`src/rtl/imem_loader.sv`:
```
// imem_loader: collects a byte stream (most-significant byte first) into
// 32-bit instruction words and writes them to instruction memory, keeping
// the core held in reset until the requested number of words is written.
module imem_loader #(
  parameter int ADDR_W = 6
) (
  input  logic              clk,
  input  logic              rst,
  input  logic              start,
  input  logic [ADDR_W:0]   len,
  input  logic              in_valid,
  input  logic [7:0]        in_data,
  output logic              in_ready,
  output logic              we,
  output logic [ADDR_W-1:0] waddr,
  output logic [31:0]       wdata,
  output logic              core_hold,
  output logic              busy,
  output logic              done
);

  typedef enum logic [1:0] {IDLE, LOAD, COMMIT, DONE} state_t;

  // Memory depth in words; a request longer than this is cut down to it.
  localparam logic [ADDR_W:0] DEPTH = {1'b1, {ADDR_W{1'b0}}};
  localparam logic [ADDR_W:0] ONE   = {{ADDR_W{1'b0}}, 1'b1};

  state_t          state;
  logic [ADDR_W:0] len_q;
  logic [ADDR_W:0] word_cnt;
  logic [1:0]      byte_cnt;
  logic [31:0]     shift;

  logic [ADDR_W:0] len_clamped;
  logic [ADDR_W:0] word_next;
  logic [31:0]     shift_next;

  // The word counter is one bit wider than waddr so a full-depth load can
  // reach the final count without wrapping back to zero.
  assign len_clamped = (len > DEPTH) ? DEPTH : len;
  assign word_next   = word_cnt + ONE;
  assign shift_next  = {shift[23:0], in_data};

  // Load sequencer: state, counters, shift register and all registered outputs.
  always_ff @(posedge clk or negedge rst) begin
    if (!rst) begin
      state     <= IDLE;
      len_q     <= '0;
      word_cnt  <= '0;
      byte_cnt  <= '0;
      shift     <= '0;
      in_ready  <= 1'b0;
      we        <= 1'b0;
      waddr     <= '0;
      wdata     <= '0;
      core_hold <= 1'b1;
      busy      <= 1'b0;
      done      <= 1'b0;
    end else begin
      we <= 1'b0;
      case (state)
        IDLE, DONE: begin
          if (start) begin
            len_q    <= len_clamped;
            word_cnt <= '0;
            byte_cnt <= '0;
            shift    <= '0;
            if (len != '0) begin
              state     <= LOAD;
              in_ready  <= 1'b1;
              busy      <= 1'b1;
              done      <= 1'b0;
              core_hold <= 1'b1;
            end else begin
              state     <= DONE;
              in_ready  <= 1'b0;
              busy      <= 1'b0;
              done      <= 1'b1;
              core_hold <= 1'b0;
            end
          end
        end
        LOAD: begin
          if (in_valid && in_ready) begin
            shift    <= shift_next;
            byte_cnt <= byte_cnt + 2'd1;
            if (byte_cnt == 2'd3) begin
              state    <= COMMIT;
              in_ready <= 1'b0;
              we       <= 1'b1;
              waddr    <= word_cnt[ADDR_W-1:0];
              wdata    <= shift_next;
            end
          end
        end
        COMMIT: begin
          word_cnt <= word_next;
          if (word_next == len_q) begin
            state     <= DONE;
            busy      <= 1'b0;
            done      <= 1'b1;
            core_hold <= 1'b0;
          end else begin
            state    <= LOAD;
            in_ready <= 1'b1;
          end
        end
        default: begin
          state     <= IDLE;
          in_ready  <= 1'b0;
          busy      <= 1'b0;
          done      <= 1'b0;
          core_hold <= 1'b1;
        end
      endcase
    end
  end

endmodule

```
`config.mk`:
```
export PLATFORM = sky130hd
export DESIGN_NAME = imem_loader
export DESIGN_NICKNAME = d
export VERILOG_FILES = /design/src/rtl/imem_loader.sv
export SDC_FILE = /design/constraint.sdc
export NUM_CORES = 1
export LEC_CHECK = 0
export CAP_MARGIN = 20
export CORE_UTILIZATION = 30
export DETAILED_ROUTE_END_ITERATION = 8
export SLEW_MARGIN = 20
export SYNTH_ARGS = -nofsm -noshare
export SYNTH_HDL_FRONTEND = slang
export SYNTH_SLANG_ARGS = --single-unit
```
`constraint.sdc`:
```
create_clock -name clk -period 2.6 [get_ports clk]
set_input_delay 0.52 -clock clk [delete_from_list [all_inputs] [get_ports clk]]
set_output_delay 0.52 -clock clk [all_outputs]
set_load 0.03 [all_outputs]
```
==> impl_results.html, run 1 <==
<table>
<tr><th>Metric</th><th>Value</th></tr>
<tr><th colspan="2">Timing</th></tr>
<tr><td>Portion of the clock cycle consumed by the worst path in the final layout</td><td>0.853</td></tr>
<tr><td>Transition time of the tightest slew-check pin</td><td>712 ps</td></tr>
<tr><td>Endpoints failing setup</td><td>0</td></tr>
<tr><td>Setup repair after global routing missed its margin</td><td>no</td></tr>
<tr><td>Max-slew violation count</td><td>0</td></tr>
<tr><td>Clock skew</td><td>8.86 ps</td></tr>
<tr><td>Fin Setup TNS</td><td>0 ps</td></tr>
<tr><td>Shortest period the worst path allows</td><td>around 2200 ps</td></tr>
<tr><td>Slew Limit Headroom</td><td>0.525</td></tr>
<tr><td>Max frequency</td><td>around 450 MHz</td></tr>
<tr><td>Final Hold Violating Endpoints</td><td>0</td></tr>
<tr><th colspan="2">Synth</th></tr>
<tr><td>Synthesis Warnings</td><td>0</td></tr>
<tr><td>Number of enable flip-flop cells after synthesis</td><td>0</td></tr>
<tr><td>Synth Area in XOR/XNOR</td><td>0.0166</td></tr>
<tr><td>Share of the synthesized area in the top cell type</td><td>0.570</td></tr>
<tr><td>Leading post-synthesis cells by instance count</td><td>129 x nand2_1, 84 x dfrtp_1, 25 x a22o_1, 17 x o21ai_0, 13 x clkbuf_1</td></tr>
<tr><td>Post-synthesis adder-cell area fraction</td><td>0.0170</td></tr>
<tr><td>Area fraction in and, or, nand and nor cells after synthesis</td><td>0.201</td></tr>
<tr><td>Post-synthesis compound-gate area fraction</td><td>0.141</td></tr>
<tr><td>Flip-flop and latch count after synthesis</td><td>85</td></tr>
<tr><td>Average footprint of a synthesized cell</td><td>~10 µm²</td></tr>
<tr><td>Largest cells by area after synthesis</td><td>dfrtp_1 57%, nand2_1 13%, a22o_1 5.9%</td></tr>
<tr><td>Post-synthesis net count</td><td>between 300 and 400</td></tr>
<tr><td>Mux share of post-synthesis cell area</td><td>0.0177</td></tr>
<tr><td>Largest area contributor in the synthesized netlist</td><td>dfrtp_1</td></tr>
<tr><td>Most common cell in the netlist</td><td>nand2_1</td></tr>
<tr><td>Sequential-to-total area share from yosys stat</td><td>0.577</td></tr>
<tr><td>Distinct cell type count after synthesis</td><td>48</td></tr>
<tr><td>Asr flop ratio synth</td><td>1.00</td></tr>
<tr><td>Mapped cell area</td><td>approximately 3700 µm²</td></tr>
<tr><td>Post-Syn Instances</td><td>around 370</td></tr>
<tr><td>Dominant synthesized flop cell</td><td>dfrtp_1</td></tr>
<tr><td>Largest family of logic cells by synthesized area</td><td>simple AND/OR/NAND/NOR gates</td></tr>
<tr><th colspan="2">Clocking</th></tr>
<tr><td>Number of setup buffers added after CTS</td><td>0</td></tr>
<tr><td>H-tree Lvls</td><td>3</td></tr>
<tr><td>Clock input transition at the sequential cells of the worst setup and hold paths</td><td>around 70 ps</td></tr>
<tr><td>Clock tree root driver cell</td><td>clkbuf_16</td></tr>
<tr><td>Number of hold-repair buffers added at the cts stage</td><td>0</td></tr>
<tr><td>Post-cts repair resize count</td><td>0</td></tr>
<tr><td>Clock Latency Late Sink</td><td>between 300 and 400 ps</td></tr>
<tr><td>Maximum clock path buffer count</td><td>2</td></tr>
<tr><td>TritonCTS sink count</td><td>85</td></tr>
<tr><td>Num CTS Buffers</td><td>9</td></tr>
<tr><td>Clock tree from TritonCTS</td><td>done</td></tr>
<tr><th colspan="2">Global route</th></tr>
<tr><td>Total global-route track usage</td><td>0.135</td></tr>
<tr><td>GRT overflow</td><td>0</td></tr>
<tr><td>Number of global-route vias before repair</td><td>about 2.7k</td></tr>
<tr><td>Initial antenna violation count</td><td>0</td></tr>
<tr><td>Global-route wire length before repair</td><td>approximately 13000 µm</td></tr>
<tr><td>Pin count of the biggest net entering global routing</td><td>48</td></tr>
<tr><th colspan="2">Final layout</th></tr>
<tr><td>Area used by multi-input combinational logic</td><td>roughly 1400 µm²</td></tr>
<tr><td>Total of fill cells in the finished design</td><td>between 1k and 1.5k</td></tr>
<tr><td>Storage element area</td><td>~2100 µm²</td></tr>
<tr><td>Ant diodes</td><td>0</td></tr>
<tr><td>Nets</td><td>approximately 450</td></tr>
<tr><td>Area grow syn2layout</td><td>28.9%</td></tr>
<tr><td>Fin cells</td><td>577</td></tr>
<tr><td>Layout cell share with drive strength beyond 1</td><td>0.0907</td></tr>
<tr><th colspan="2">Detailed routing</th></tr>
<tr><td>Post-detailed-route count of antenna-violating nets</td><td>0</td></tr>
<tr><td>Detailed Route WL</td><td>just over 8000 µm</td></tr>
<tr><td>DR pass1 iterations</td><td>4</td></tr>
<tr><td>Violation count after the first detailed-routing iteration</td><td>roughly 160</td></tr>
<tr><td>DR DRC count</td><td>0</td></tr>
<tr><td>Via Count</td><td>2793</td></tr>
<tr><td>Vias/cell</td><td>~4.8</td></tr>
<tr><td>Drt wl/cell</td><td>~14 µm</td></tr>
<tr><th colspan="2">Power and ir drop</th></tr>
<tr><td>Internal power contribution</td><td>a little over 0.003 W</td></tr>
<tr><td>Proportion of power drawn by the clock network</td><td>0.258</td></tr>
<tr><td>Switching share of power</td><td>0.368</td></tr>
<tr><td>Power Dens Cells</td><td>just over 1000 nW/µm²</td></tr>
<tr><td>Largest vdd supply drop</td><td>0.000440 V</td></tr>
<tr><td>Net switching power figure</td><td>~0.0018 W</td></tr>
<tr><td>Fraction of power consumed by sequential logic</td><td>0.394</td></tr>
<tr><td>Lkg Pwr</td><td>2.27 nW</td></tr>
<tr><td>Combinational power share</td><td>0.348</td></tr>
<tr><th colspan="2">Worst setup path</th></tr>
<tr><td>WP data arrival</td><td>about 2500 ps</td></tr>
<tr><td>Crit path required time</td><td>2870 ps</td></tr>
<tr><td>Endpoint class of the critical path</td><td>flip-flop</td></tr>
<tr><td>Start-to-end type of the worst setup path</td><td>flip-flop to flip-flop</td></tr>
<tr><td>Largest fanout on the critical path</td><td>21</td></tr>
<tr><td>Critical path launch point type</td><td>flip-flop</td></tr>
<tr><th colspan="2">Floorplanning</th></tr>
<tr><td>Placeable Area</td><td>around 12000 µm²</td></tr>
<tr><td>Die area</td><td>around 13000 µm²</td></tr>
<tr><td>Die Y</td><td>113 µm</td></tr>
<tr><td>Standard-cell rows</td><td>40</td></tr>
<tr><td>Number of top-level pins</td><td>62</td></tr>
<tr><td>Width of the die</td><td>~110 µm</td></tr>
<tr><td>Initial standard-cell utilization of the core</td><td>0.307</td></tr>
<tr><th colspan="2">Run</th></tr>
<tr><td>Max Cap Viol</td><td>0</td></tr>
<tr><th colspan="2">Worst hold path</th></tr>
<tr><td>Class of the worst hold path</td><td>input port to async pin</td></tr>
<tr><th colspan="2">Placement</th></tr>
<tr><td>Dpl cells</td><td>~560</td></tr>
<tr><td>PortBufs</td><td>between 60 and 70</td></tr>
<tr><td>Placed wire-length estimate after detailed placement</td><td>approximately 5700 µm</td></tr>
<tr><td>Routability congestion estimate from global placement</td><td>approximately 0.72</td></tr>
<tr><th colspan="2">Run status</th></tr>
<tr><td>Status</td><td>complete, no violations</td></tr>
</table>
## critical path: stages, from the launching register on
cell and delay, ps:
dfrtp_1 390, inv_1 70, ha_1 450, nor2b_1 470
a211o_1 280, buf_4 300, a22o_1 190
## per-stage QoR
step	power [W]	area, µm²	setup slack (ps)	hold slack, ps	utilization
final	0.00478	4750	382	183	0.396
after detailed placement	0.00357	4460	219	462	0.371
after global routing	0.00506	4750	222	236	0.396
after global placement	0.00350	4460	274	459	0.371
after CTS	0.00482	4750	361	205	0.396
after floorplan	0.00300	3690	723	224	-
## cell type report
cell class / instances / share of cell area
Sequential cell: 85 / 0.448
Multi-Input combinational cell: 255 / 0.305
Timing Repair Buffer: 69 / 0.143
Clock buffer: 10 / 0.0503
Tap cell: 147 / 0.0387
Clock inverter: 6 / 0.0111
Inverter: 5 / 0.00395
## power groups by stage
stage / sequential [W] / clock, W / combinational (W)
final: 0.00188 / 0.00123 / 0.00166
after global routing: 0.00193 / 0.00132 / 0.00182
after CTS: 0.00189 / 0.00127 / 0.00167
after detailed placement: 0.00191 / 0 / 0.00167
after global placement: 0.00189 / 0 / 0.00161
after floorplan: 0.00205 / 0 / 0.000946
## logic make-up after synthesis
family          after synthesis
compound gates               68
xor+xnor                      7
fa+ha+maj                     5
buf+inv                      25
flops                        85
mux                           6
simple gates                169
## sequential cells by signal, summed over array words and instances (netlist names)
signal     count
busy           1
word_cnt       7
we             1
wdata         32
shift         24
state          2
core_hold      1
in_ready       1
waddr          6
len_q          7
byte_cnt       2
done           1
## metal layers
metal | track usage | wire length [µm] | up-vias
met2 | 0.203 | 3760 | 46
met5 | 0 | 0 | -
met3 | 0.0300 | 246 | 11
met4 | 0.0507 | 131 | 0
met1 | 0.191 | 4000 | 1361
li1 | - | - | 1375
## layout by cell type, fill, tap and decap left out, drive strengths merged, types with 3 or more instances in the layout
master           n
nor2b            3
ha               5
nand2          130
a22o            25
nor3b            3
mux2             4
nand4            4
clkdlybuf4s50   60
inv              8
o31a             4
nand3            5
clkbuf          10
or3              5
o21ai           17
nor2             6
xnor2            5
a21oi            5
nand2b           7
dfrtp           84
buf              9
## final timing paths
path                           start         to  slack [ps]  cells past startpoint
setup / recovery            state[0]  shift[12]         380                      6
max in group asynchronous        rst  shift[20]        1790                      2
hold / removal                   rst         we         180                      1
setup reg to reg            state[0]  shift[12]         380                      6
min in group clk           wdata[25]  wdata[25]         470                      2
hold reg to reg            wdata[25]  wdata[25]         470                      2
Power figures use the tool's default switching activity.
==> inputs of run 2 (changes only) <==
--- a/config.mk
+++ b/config.mk
@@ -8,6 +8,7 @@
 export CAP_MARGIN = 20
 export CORE_UTILIZATION = 30
 export DETAILED_ROUTE_END_ITERATION = 8
+export HOLD_SLACK_MARGIN = 0.06
 export SLEW_MARGIN = 20
 export SYNTH_ARGS = -nofsm -noshare
 export SYNTH_HDL_FRONTEND = slang
==> constraint.sdc (replaced) <==
create_clock -name clk -period 2.8 [get_ports clk]
set_input_delay 0.28 -clock clk [delete_from_list [all_inputs] [get_ports clk]]
set_output_delay 0.28 -clock clk [all_outputs]
set_load 0.03 [all_outputs]
==> impl_results.html, run 2 (same netlist as run 1, synthesis figures left out) <==
<table>
<tr><th>Metric</th><th>Value</th></tr>
<tr><th colspan="2">Run status</th></tr>
<tr><td>Status</td><td>complete, no violations (unchanged)</td></tr>
<tr><th colspan="2">Worst setup path</th></tr>
<tr><td>Largest fanout on the critical path</td><td>6 (was 21)</td></tr>
<tr><td>Critical path launch point type</td><td>flip-flop (unchanged)</td></tr>
<tr><td>Depth of the worst register-to-register path</td><td>5 (was 6)</td></tr>
<tr><td>RR Startpoint</td><td>word_cnt[0] (was state[0])</td></tr>
<tr><td>Endpoint class of the critical path</td><td>flip-flop (unchanged)</td></tr>
<tr><td>Crit path required time</td><td>3020 ps (was 2870 ps)</td></tr>
<tr><td>Category of cells accounting for the largest share of critical-path delay</td><td>compound AO/OA/AOI/OAI gates (unchanged)</td></tr>
<tr><td>WP data arrival</td><td>2260 ps (was 2490 ps)</td></tr>
<tr><td>Buffers and inverters on the worst path</td><td>0 (was 2)</td></tr>
<tr><td>Sequence of cells on the critical path</td><td>ha_1, or3_1, a311oi_2, nand2_2, a31o_1 (was inv_1, ha_1, nor2b_1, a211o_1, buf_4, a22o_1)</td></tr>
<tr><td>Delay of the slowest cell on the worst path</td><td>450 ps (was 470 ps)</td></tr>
<tr><td>Start-to-end type of the worst setup path</td><td>flip-flop to flip-flop (unchanged)</td></tr>
<tr><td>R2r endpoint</td><td>busy (was shift[12])</td></tr>
<tr><td>Total number of cells along the worst setup path</td><td>5 (was 6)</td></tr>
<tr><td>Setup crit end</td><td>busy (was shift[12])</td></tr>
<tr><td>Cell at the slowest stage of the critical path</td><td>dfrtp_1 (was nor2b_1)</td></tr>
<tr><td>Startpoint of the worst setup timing path</td><td>word_cnt[0] (was state[0])</td></tr>
<tr><td>R2R Setup Slk</td><td>760 ps (was 380 ps)</td></tr>
<tr><th colspan="2">Clocking</th></tr>
<tr><td>Clock input transition at the sequential cells of the worst setup and hold paths</td><td>60 ps (was 70 ps)</td></tr>
<tr><td>Clock Latency Late Sink</td><td>340 ps (about the same)</td></tr>
<tr><td>Number of setup buffers added after CTS</td><td>0 (unchanged)</td></tr>
<tr><td>Maximum clock path buffer count</td><td>2 (unchanged)</td></tr>
<tr><td>Post-cts repair resize count</td><td>0 (unchanged)</td></tr>
<tr><td>H-tree Lvls</td><td>3 (unchanged)</td></tr>
<tr><td>Number of hold-repair buffers added at the cts stage</td><td>0 (unchanged)</td></tr>
<tr><td>TritonCTS sink count</td><td>85 (unchanged)</td></tr>
<tr><td>Clock tree root driver cell</td><td>clkbuf_16 (unchanged)</td></tr>
<tr><td>Clock tree from TritonCTS</td><td>done (unchanged)</td></tr>
<tr><td>Num CTS Buffers</td><td>9 (unchanged)</td></tr>
<tr><th colspan="2">Detailed routing</th></tr>
<tr><td>Post-detailed-route count of antenna-violating nets</td><td>0 (unchanged)</td></tr>
<tr><td>Detailed Route WL</td><td>7810 µm (was 8140 µm)</td></tr>
<tr><td>DR DRC count</td><td>0 (unchanged)</td></tr>
<tr><td>Via Count</td><td>2732 (was 2793)</td></tr>
<tr><td>Vias/cell</td><td>4.75 (was 4.84)</td></tr>
<tr><td>Violation count after the first detailed-routing iteration</td><td>180 (was 163)</td></tr>
<tr><td>Drt wl/cell</td><td>13.6 µm (was 14.1 µm)</td></tr>
<tr><td>DR pass1 iterations</td><td>4 (unchanged)</td></tr>
<tr><th colspan="2">Final layout</th></tr>
<tr><td>Biggest regs</td><td>wdata (32), shift (24) (unchanged)</td></tr>
<tr><td>Ant diodes</td><td>0 (unchanged)</td></tr>
<tr><td>Commonest cells after routing, fill and taps aside</td><td>129 x nand2_1, 84 x dfrtp_1, 60 x clkdlybuf4s50_1 (unchanged)</td></tr>
<tr><td>Largest register FFs</td><td>32 (unchanged)</td></tr>
<tr><td>Area grow syn2layout</td><td>28.5% (was 28.9%)</td></tr>
<tr><td>Layout cell share with drive strength beyond 1</td><td>0.0818 (was 0.0907)</td></tr>
<tr><td>Nets</td><td>447 (was 449)</td></tr>
<tr><td>Leading cell type in the layout, fill and taps excluded</td><td>nand2_1 (unchanged)</td></tr>
<tr><td>Share of the core filled with cells in the final layout</td><td>0.394 (was 0.396)</td></tr>
<tr><td>Most flops, register</td><td>wdata (unchanged)</td></tr>
<tr><td>Fin cells</td><td>575 (was 577)</td></tr>
<tr><th colspan="2">Floorplanning</th></tr>
<tr><td>Initial standard-cell utilization of the core</td><td>0.307 (unchanged)</td></tr>
<tr><td>Width of the die</td><td>113 µm (unchanged)</td></tr>
<tr><td>Standard-cell rows</td><td>40 (unchanged)</td></tr>
<tr><td>Die Y</td><td>113 µm (unchanged)</td></tr>
<tr><td>Placeable Area</td><td>12000 µm² (unchanged)</td></tr>
<tr><td>Number of top-level pins</td><td>62 (unchanged)</td></tr>
<tr><td>Die area</td><td>12700 µm² (unchanged)</td></tr>
<tr><th colspan="2">Global route</th></tr>
<tr><td>Met3 usage in global routing</td><td>0.0284 (was 0.0300)</td></tr>
<tr><td>GRT overflow</td><td>0 (unchanged)</td></tr>
<tr><td>Global routing met1 resource utilization</td><td>0.187 (was 0.191)</td></tr>
<tr><td>Initial antenna violation count</td><td>0 (unchanged)</td></tr>
<tr><td>Pin count of the biggest net entering global routing</td><td>86 (was 48)</td></tr>
<tr><td>Global-route wire length before repair</td><td>13700 µm (was 13500 µm)</td></tr>
<tr><td>Met2 Use GR</td><td>0.204 (was 0.203)</td></tr>
<tr><td>Total global-route track usage</td><td>0.136 (was 0.135)</td></tr>
<tr><td>GRT busiest layer</td><td>met2 (unchanged)</td></tr>
<tr><td>Number of global-route vias before repair</td><td>2747 (was 2653)</td></tr>
<tr><th colspan="2">Run</th></tr>
<tr><td>Max Cap Viol</td><td>0 (unchanged)</td></tr>
<tr><th colspan="2">Power and ir drop</th></tr>
<tr><td>Lkg Pwr</td><td>2.26 nW (was 2.27 nW)</td></tr>
<tr><td>Largest vdd supply drop</td><td>0.000416 V (was 0.000440 V)</td></tr>
<tr><td>Total power draw</td><td>0.00444 W (was 0.00478 W)</td></tr>
<tr><td>Power Dens Cells</td><td>937 nW/µm² (was 1010 nW/µm²)</td></tr>
<tr><th colspan="2">Placement</th></tr>
<tr><td>Dpl cells</td><td>558 (was 561)</td></tr>
<tr><td>PortBufs</td><td>61 (unchanged)</td></tr>
<tr><td>Routability congestion estimate from global placement</td><td>0.746 (was 0.724)</td></tr>
<tr><td>Placed wire-length estimate after detailed placement</td><td>5340 µm (was 5660 µm)</td></tr>
<tr><th colspan="2">Timing</th></tr>
<tr><td>Max frequency</td><td>491 MHz (was 451 MHz)</td></tr>
<tr><td>Endpoints failing setup</td><td>0 (unchanged)</td></tr>
<tr><td>Transition time of the tightest slew-check pin</td><td>736 ps (was 712 ps)</td></tr>
<tr><td>Portion of the clock cycle consumed by the worst path in the final layout</td><td>0.727 (was 0.853)</td></tr>
<tr><td>Max-slew violation count</td><td>0 (unchanged)</td></tr>
<tr><td>Final Hold Violating Endpoints</td><td>0 (unchanged)</td></tr>
<tr><td>Fin Setup TNS</td><td>0 ps (unchanged)</td></tr>
<tr><td>Slew Limit Headroom</td><td>0.509 (was 0.525)</td></tr>
<tr><td>Clock skew</td><td>5.80 ps (was 8.86 ps)</td></tr>
<tr><td>Shortest period the worst path allows</td><td>2040 ps (was 2220 ps)</td></tr>
<tr><td>Setup repair after global routing missed its margin</td><td>no (unchanged)</td></tr>
<tr><th colspan="2">Worst hold path</th></tr>
<tr><td>Class of the worst hold path</td><td>flip-flop to flip-flop (was input port to async pin)</td></tr>
</table>
run 2: cell count changes in the layout (fill, tap and decap cells not counted):
cell and change:
dlygate4sd3_1 +1, clkbuf_8 -1, clkbuf_1 +1, buf_12 -1, clkinv_4 -1, buf_6 +1
inv_6 -1, bufinv_16 +1, buf_4 -3, clkinv_2 +1
run 2: how the worst min path moves through the flow:
stage	startpoint	endpoint	slack, ps	cells after the start
floorplan	rst	busy	-20	0
global placement	wdata[1]	wdata[1]	460	2
detailed placement	wdata[14]	wdata[14]	460	2
CTS	rst	shift[1]	180	1
global route	wdata[30]	wdata[30]	500	2
finish	shift[22]	wdata[30]	470	2
run 2: layout make-up:
class                           instances  area [µm²]
Inverter                                5        18.8
Fill cell                            1185        7270
Clock buffer                           10         229
Clock inverter                          6        70.1
Multi-Input combinational cell        255        1450
Timing Repair Buffer                   67         659
Sequential cell                        85        2130
Tap cell                              147         184
run 2: per-layer routing:
layer	part of all wire	wire length, µm
met1	0.49	3820
met2	0.45	3510
met3	0.037	287
met4	0.024	188
met5	0	0
run 2: per-stage QoR:
| step | hold WS (ps) | setup slack (ps) | cell area (µm²) |
|---|---|---|---|
| after floorplan | -15.6 | 923 | 3690 |
| after global placement | 460 | 703 | 4420 |
| after detailed placement | 462 | 654 | 4420 |
| after CTS | 177 | 753 | 4720 |
| after global routing | 504 | 572 | 4740 |
| final | 473 | 764 | 4740 |
run 2: worst min-delay path, stage by stage, from the launching register on:
cell	delay, ps
dfrtp_1	350
nand2_1	50
nand2_1	50
run 2: power breakdown:
| group | internal (W) | switching (W) |
|---|---|---|
| sequential | 0.00152 | 0.000229 |
| combinational | 0.000641 | 0.000868 |
| clock | 0.000699 | 0.000486 |
| total | 0.00285 | 0.00158 |
==> inputs of run 3 (changes only) <==
==> constraint.sdc (replaced) <==
create_clock -name clk -period 1.68 [get_ports clk]
set_input_delay 0.168 -clock clk [delete_from_list [all_inputs] [get_ports clk]]
set_output_delay 0.168 -clock clk [all_outputs]
set_load 0.03 [all_outputs]
==> impl_results.html, run 3 (same netlist as run 1, synthesis figures left out) <==
<table>
<tr><th>Metric</th><th>Value</th></tr>
<tr><th colspan="2">Run status</th></tr>
<tr><td>Status</td><td>complete, but fails checks (was complete, no violations)</td></tr>
<tr><td>Failing checks</td><td>negative setup slack</td></tr>
<tr><th colspan="2">Timing</th></tr>
<tr><td>Final Hold Violating Endpoints</td><td>0 (unchanged)</td></tr>
<tr><td>Max-slew violation count</td><td>0 (unchanged)</td></tr>
<tr><td>Fin Setup TNS</td><td>-255 ps (was 0 ps)</td></tr>
<tr><td>Portion of the clock cycle consumed by the worst path in the final layout</td><td>1.04 (was 0.727)</td></tr>
<tr><td>Worst hold margin</td><td>202 ps (was 473 ps)</td></tr>
<tr><td>Clock skew</td><td>8.86 ps (was 5.80 ps)</td></tr>
<tr><td>Max frequency</td><td>574 MHz (was 491 MHz)</td></tr>
<tr><td>Endpoints failing setup</td><td>18 (was 0)</td></tr>
<tr><td>Shortest period the worst path allows</td><td>1740 ps (was 2040 ps)</td></tr>
<tr><td>Slew Limit Headroom</td><td>0.760 (was 0.509)</td></tr>
<tr><td>Worst Slack Setup Final</td><td>-62.9 ps (was 764 ps)</td></tr>
<tr><td>Transition time of the tightest slew-check pin</td><td>359 ps (was 736 ps)</td></tr>
<tr><td>Setup repair after global routing missed its margin</td><td>yes (was no)</td></tr>
<tr><th colspan="2">Worst setup path</th></tr>
<tr><td>Crit path required time</td><td>1900 ps (was 3020 ps)</td></tr>
<tr><td>RR Startpoint</td><td>word_cnt[0] (unchanged)</td></tr>
<tr><td>R2R Setup Slk</td><td>-60 ps (was 760 ps)</td></tr>
<tr><td>Endpoint class of the critical path</td><td>flip-flop (unchanged)</td></tr>
<tr><td>Critical path launch point type</td><td>flip-flop (unchanged)</td></tr>
<tr><td>WP data arrival</td><td>1970 ps (was 2260 ps)</td></tr>
<tr><td>R2r endpoint</td><td>in_ready (was busy)</td></tr>
<tr><td>Start-to-end type of the worst setup path</td><td>flip-flop to flip-flop (unchanged)</td></tr>
<tr><td>Largest fanout on the critical path</td><td>5 (was 6)</td></tr>
<tr><td>Depth of the worst register-to-register path</td><td>6 (was 5)</td></tr>
<tr><th colspan="2">Detailed routing</th></tr>
<tr><td>Via Count</td><td>2936 (was 2732)</td></tr>
<tr><td>DR WL met2</td><td>4120 µm (was 3510 µm)</td></tr>
<tr><td>Violation count after the first detailed-routing iteration</td><td>168 (was 180)</td></tr>
<tr><td>Uppermost metal layer occupied by signal nets</td><td>met4 (unchanged)</td></tr>
<tr><td>Vias/cell</td><td>4.79 (was 4.75)</td></tr>
<tr><td>Post-detailed-route count of antenna-violating nets</td><td>0 (unchanged)</td></tr>
<tr><td>Detailed Route WL</td><td>8870 µm (was 7810 µm)</td></tr>
<tr><td>DR DRC count</td><td>0 (unchanged)</td></tr>
<tr><td>Drt wl/cell</td><td>14.5 µm (was 13.6 µm)</td></tr>
<tr><td>DR pass1 iterations</td><td>4 (unchanged)</td></tr>
<tr><td>M1 WL</td><td>4280 µm (was 3820 µm)</td></tr>
<tr><td>Wire length on met3</td><td>376 µm (was 287 µm)</td></tr>
<tr><th colspan="2">Floorplanning</th></tr>
<tr><td>Placeable Area</td><td>12000 µm² (unchanged)</td></tr>
<tr><td>Width of the die</td><td>113 µm (unchanged)</td></tr>
<tr><td>Standard-cell rows</td><td>40 (unchanged)</td></tr>
<tr><td>Initial standard-cell utilization of the core</td><td>0.307 (unchanged)</td></tr>
<tr><td>Die Y</td><td>113 µm (unchanged)</td></tr>
<tr><td>Number of top-level pins</td><td>62 (unchanged)</td></tr>
<tr><td>Die area</td><td>12700 µm² (unchanged)</td></tr>
<tr><th colspan="2">Placement</th></tr>
<tr><td>Placed wire-length estimate after detailed placement</td><td>5900 µm (was 5340 µm)</td></tr>
<tr><td>Placed standard-cell area</td><td>4720 µm² (was 4420 µm²)</td></tr>
<tr><td>Dpl cells</td><td>586 (was 558)</td></tr>
<tr><td>PortBufs</td><td>61 (unchanged)</td></tr>
<tr><td>Routability congestion estimate from global placement</td><td>0.770 (was 0.746)</td></tr>
<tr><th colspan="2">Global route</th></tr>
<tr><td>Number of global-route vias before repair</td><td>2892 (was 2747)</td></tr>
<tr><td>Global-route wire length before repair</td><td>14700 µm (was 13700 µm)</td></tr>
<tr><td>Total global-route track usage</td><td>0.147 (was 0.136)</td></tr>
<tr><td>GRT overflow</td><td>0 (unchanged)</td></tr>
<tr><td>Pin count of the biggest net entering global routing</td><td>53 (was 86)</td></tr>
<tr><td>Initial antenna violation count</td><td>0 (unchanged)</td></tr>
<tr><th colspan="2">Final layout</th></tr>
<tr><td>Largest register FFs</td><td>32 (unchanged)</td></tr>
<tr><td>Biggest regs</td><td>wdata (32), shift (24) (unchanged)</td></tr>
<tr><td>Commonest cells after routing, fill and taps aside</td><td>129 x nand2_1, 81 x dfrtp_1, 58 x clkdlybuf4s50_1 (was 129 x nand2_1, 84 x dfrtp_1, 60 x clkdlybuf4s50_1)</td></tr>
<tr><td>Share of the core filled with cells in the final layout</td><td>0.433 (was 0.394)</td></tr>
<tr><td>Leading cell type in the layout, fill and taps excluded</td><td>nand2_1 (unchanged)</td></tr>
<tr><td>Fin cells</td><td>613 (was 575)</td></tr>
<tr><td>Total of fill cells in the finished design</td><td>1137 (was 1185)</td></tr>
<tr><td>Most flops, register</td><td>wdata (unchanged)</td></tr>
<tr><td>Nets</td><td>485 (was 447)</td></tr>
<tr><td>Area grow syn2layout</td><td>41.1% (was 28.5%)</td></tr>
<tr><td>Layout cell share with drive strength beyond 1</td><td>0.187 (was 0.0818)</td></tr>
<tr><td>Post-layout instance area</td><td>5200 µm² (was 4740 µm²)</td></tr>
<tr><td>Ant diodes</td><td>0 (unchanged)</td></tr>
<tr><th colspan="2">Clocking</th></tr>
<tr><td>Clock tree root driver cell</td><td>clkbuf_16 (unchanged)</td></tr>
<tr><td>Num CTS Buffers</td><td>9 (unchanged)</td></tr>
<tr><td>Clock input transition at the sequential cells of the worst setup and hold paths</td><td>60 ps (about the same)</td></tr>
<tr><td>Clock Latency Late Sink</td><td>340 ps (about the same)</td></tr>
<tr><td>Clock tree from TritonCTS</td><td>done (unchanged)</td></tr>
<tr><td>TritonCTS sink count</td><td>85 (unchanged)</td></tr>
<tr><td>Maximum clock path buffer count</td><td>2 (unchanged)</td></tr>
<tr><td>H-tree Lvls</td><td>3 (unchanged)</td></tr>
<tr><th colspan="2">Run</th></tr>
<tr><td>Max Cap Viol</td><td>0 (unchanged)</td></tr>
<tr><th colspan="2">Worst hold path</th></tr>
<tr><td>Class of the worst hold path</td><td>input port to async pin (was flip-flop to flip-flop)</td></tr>
<tr><th colspan="2">Power and ir drop</th></tr>
<tr><td>Lkg Pwr</td><td>2.49 nW (was 2.26 nW)</td></tr>
<tr><td>Power Dens Cells</td><td>1600 nW/µm² (was 937 nW/µm²)</td></tr>
<tr><td>Largest vdd supply drop</td><td>0.000618 V (was 0.000416 V)</td></tr>
</table>
run 3: cell types whose count changed in the layout (fill, tap and decap cells not counted), sizes merged:
cell and delta:
clkdlybuf4s50 -2, clkinv +1, clkbuf +3, bufinv -1, buf +35, dlygate4sd2 +2
run 3: metal layers:
layer / global-route usage / vias up
met3: 0.0311 / 5
met2: 0.228 / 57
met5: 0 / -
met4: 0.0604 / 0
li1: - / 1448
met1: 0.199 / 1426
run 3: power breakdown:
| group | switching, W | leakage [nW] | internal [W] |
|---|---|---|---|
| Clock | 0.000826 | 0.129 | 0.00101 |
| Sequential | 0.000363 | 1.15 | 0.00253 |
| Combinational | 0.00173 | 1.21 | 0.00186 |
| Total | 0.00292 | 2.49 | 0.00540 |
run 3: timing repair:
| action | in CTS | in global routing |
|---|---|---|
| pin swaps | 5 | 24 |
| hold buffers | 1 | 0 |
| setup endpoints to repair | 31 | 34 |
| cloned | 1 | 3 |
| gates resized for setup | 9 | 5 |
| hold endpoints to repair | 84 | 0 |
| setup buffers | 3 | 3 |
run 3: how the worst max path moves through the flow:
stage / startpoint / end / slack [ps]
6_report: word_cnt[0] / in_ready / -60
5_1_grt: word_cnt[1] / in_ready / -140
4_1_cts: word_cnt[0] / in_ready / -60
3_5_place_dp: len[2] / done / -300
3_3_place_gp: len[2] / busy / -240
2_1_floorplan: word_cnt[0] / busy / 0.4
run 3: area by class of cell:
cell class	instances	area, µm²	area share
clock inverters	6	46.3	0.00890
multi-input cells	255	1530	0.294
clock buffers	10	229	0.0440
repair buffers	105	1060	0.204
well taps	147	184	0.0354
flip-flops and latches	85	2130	0.410
inverters	5	18.8	0.00361
run 3: critical path, stage by stage, from the launching register on:
cell	delay [ps]
dfrtp_2	420
ha_4	190
or3_4	380
a311oi_2	210
buf_4	180
nand4b_1	80
nor3b_2	170
run 3: through the flow:
step,setup WS (ps),power (W)
finish,-62.9,0.00833
global route,-144,0.00883
CTS,-64.2,0.00811
detailed placement,-296,0.00594
global placement,-242,0.00583
floorplan,0.363,0.00480
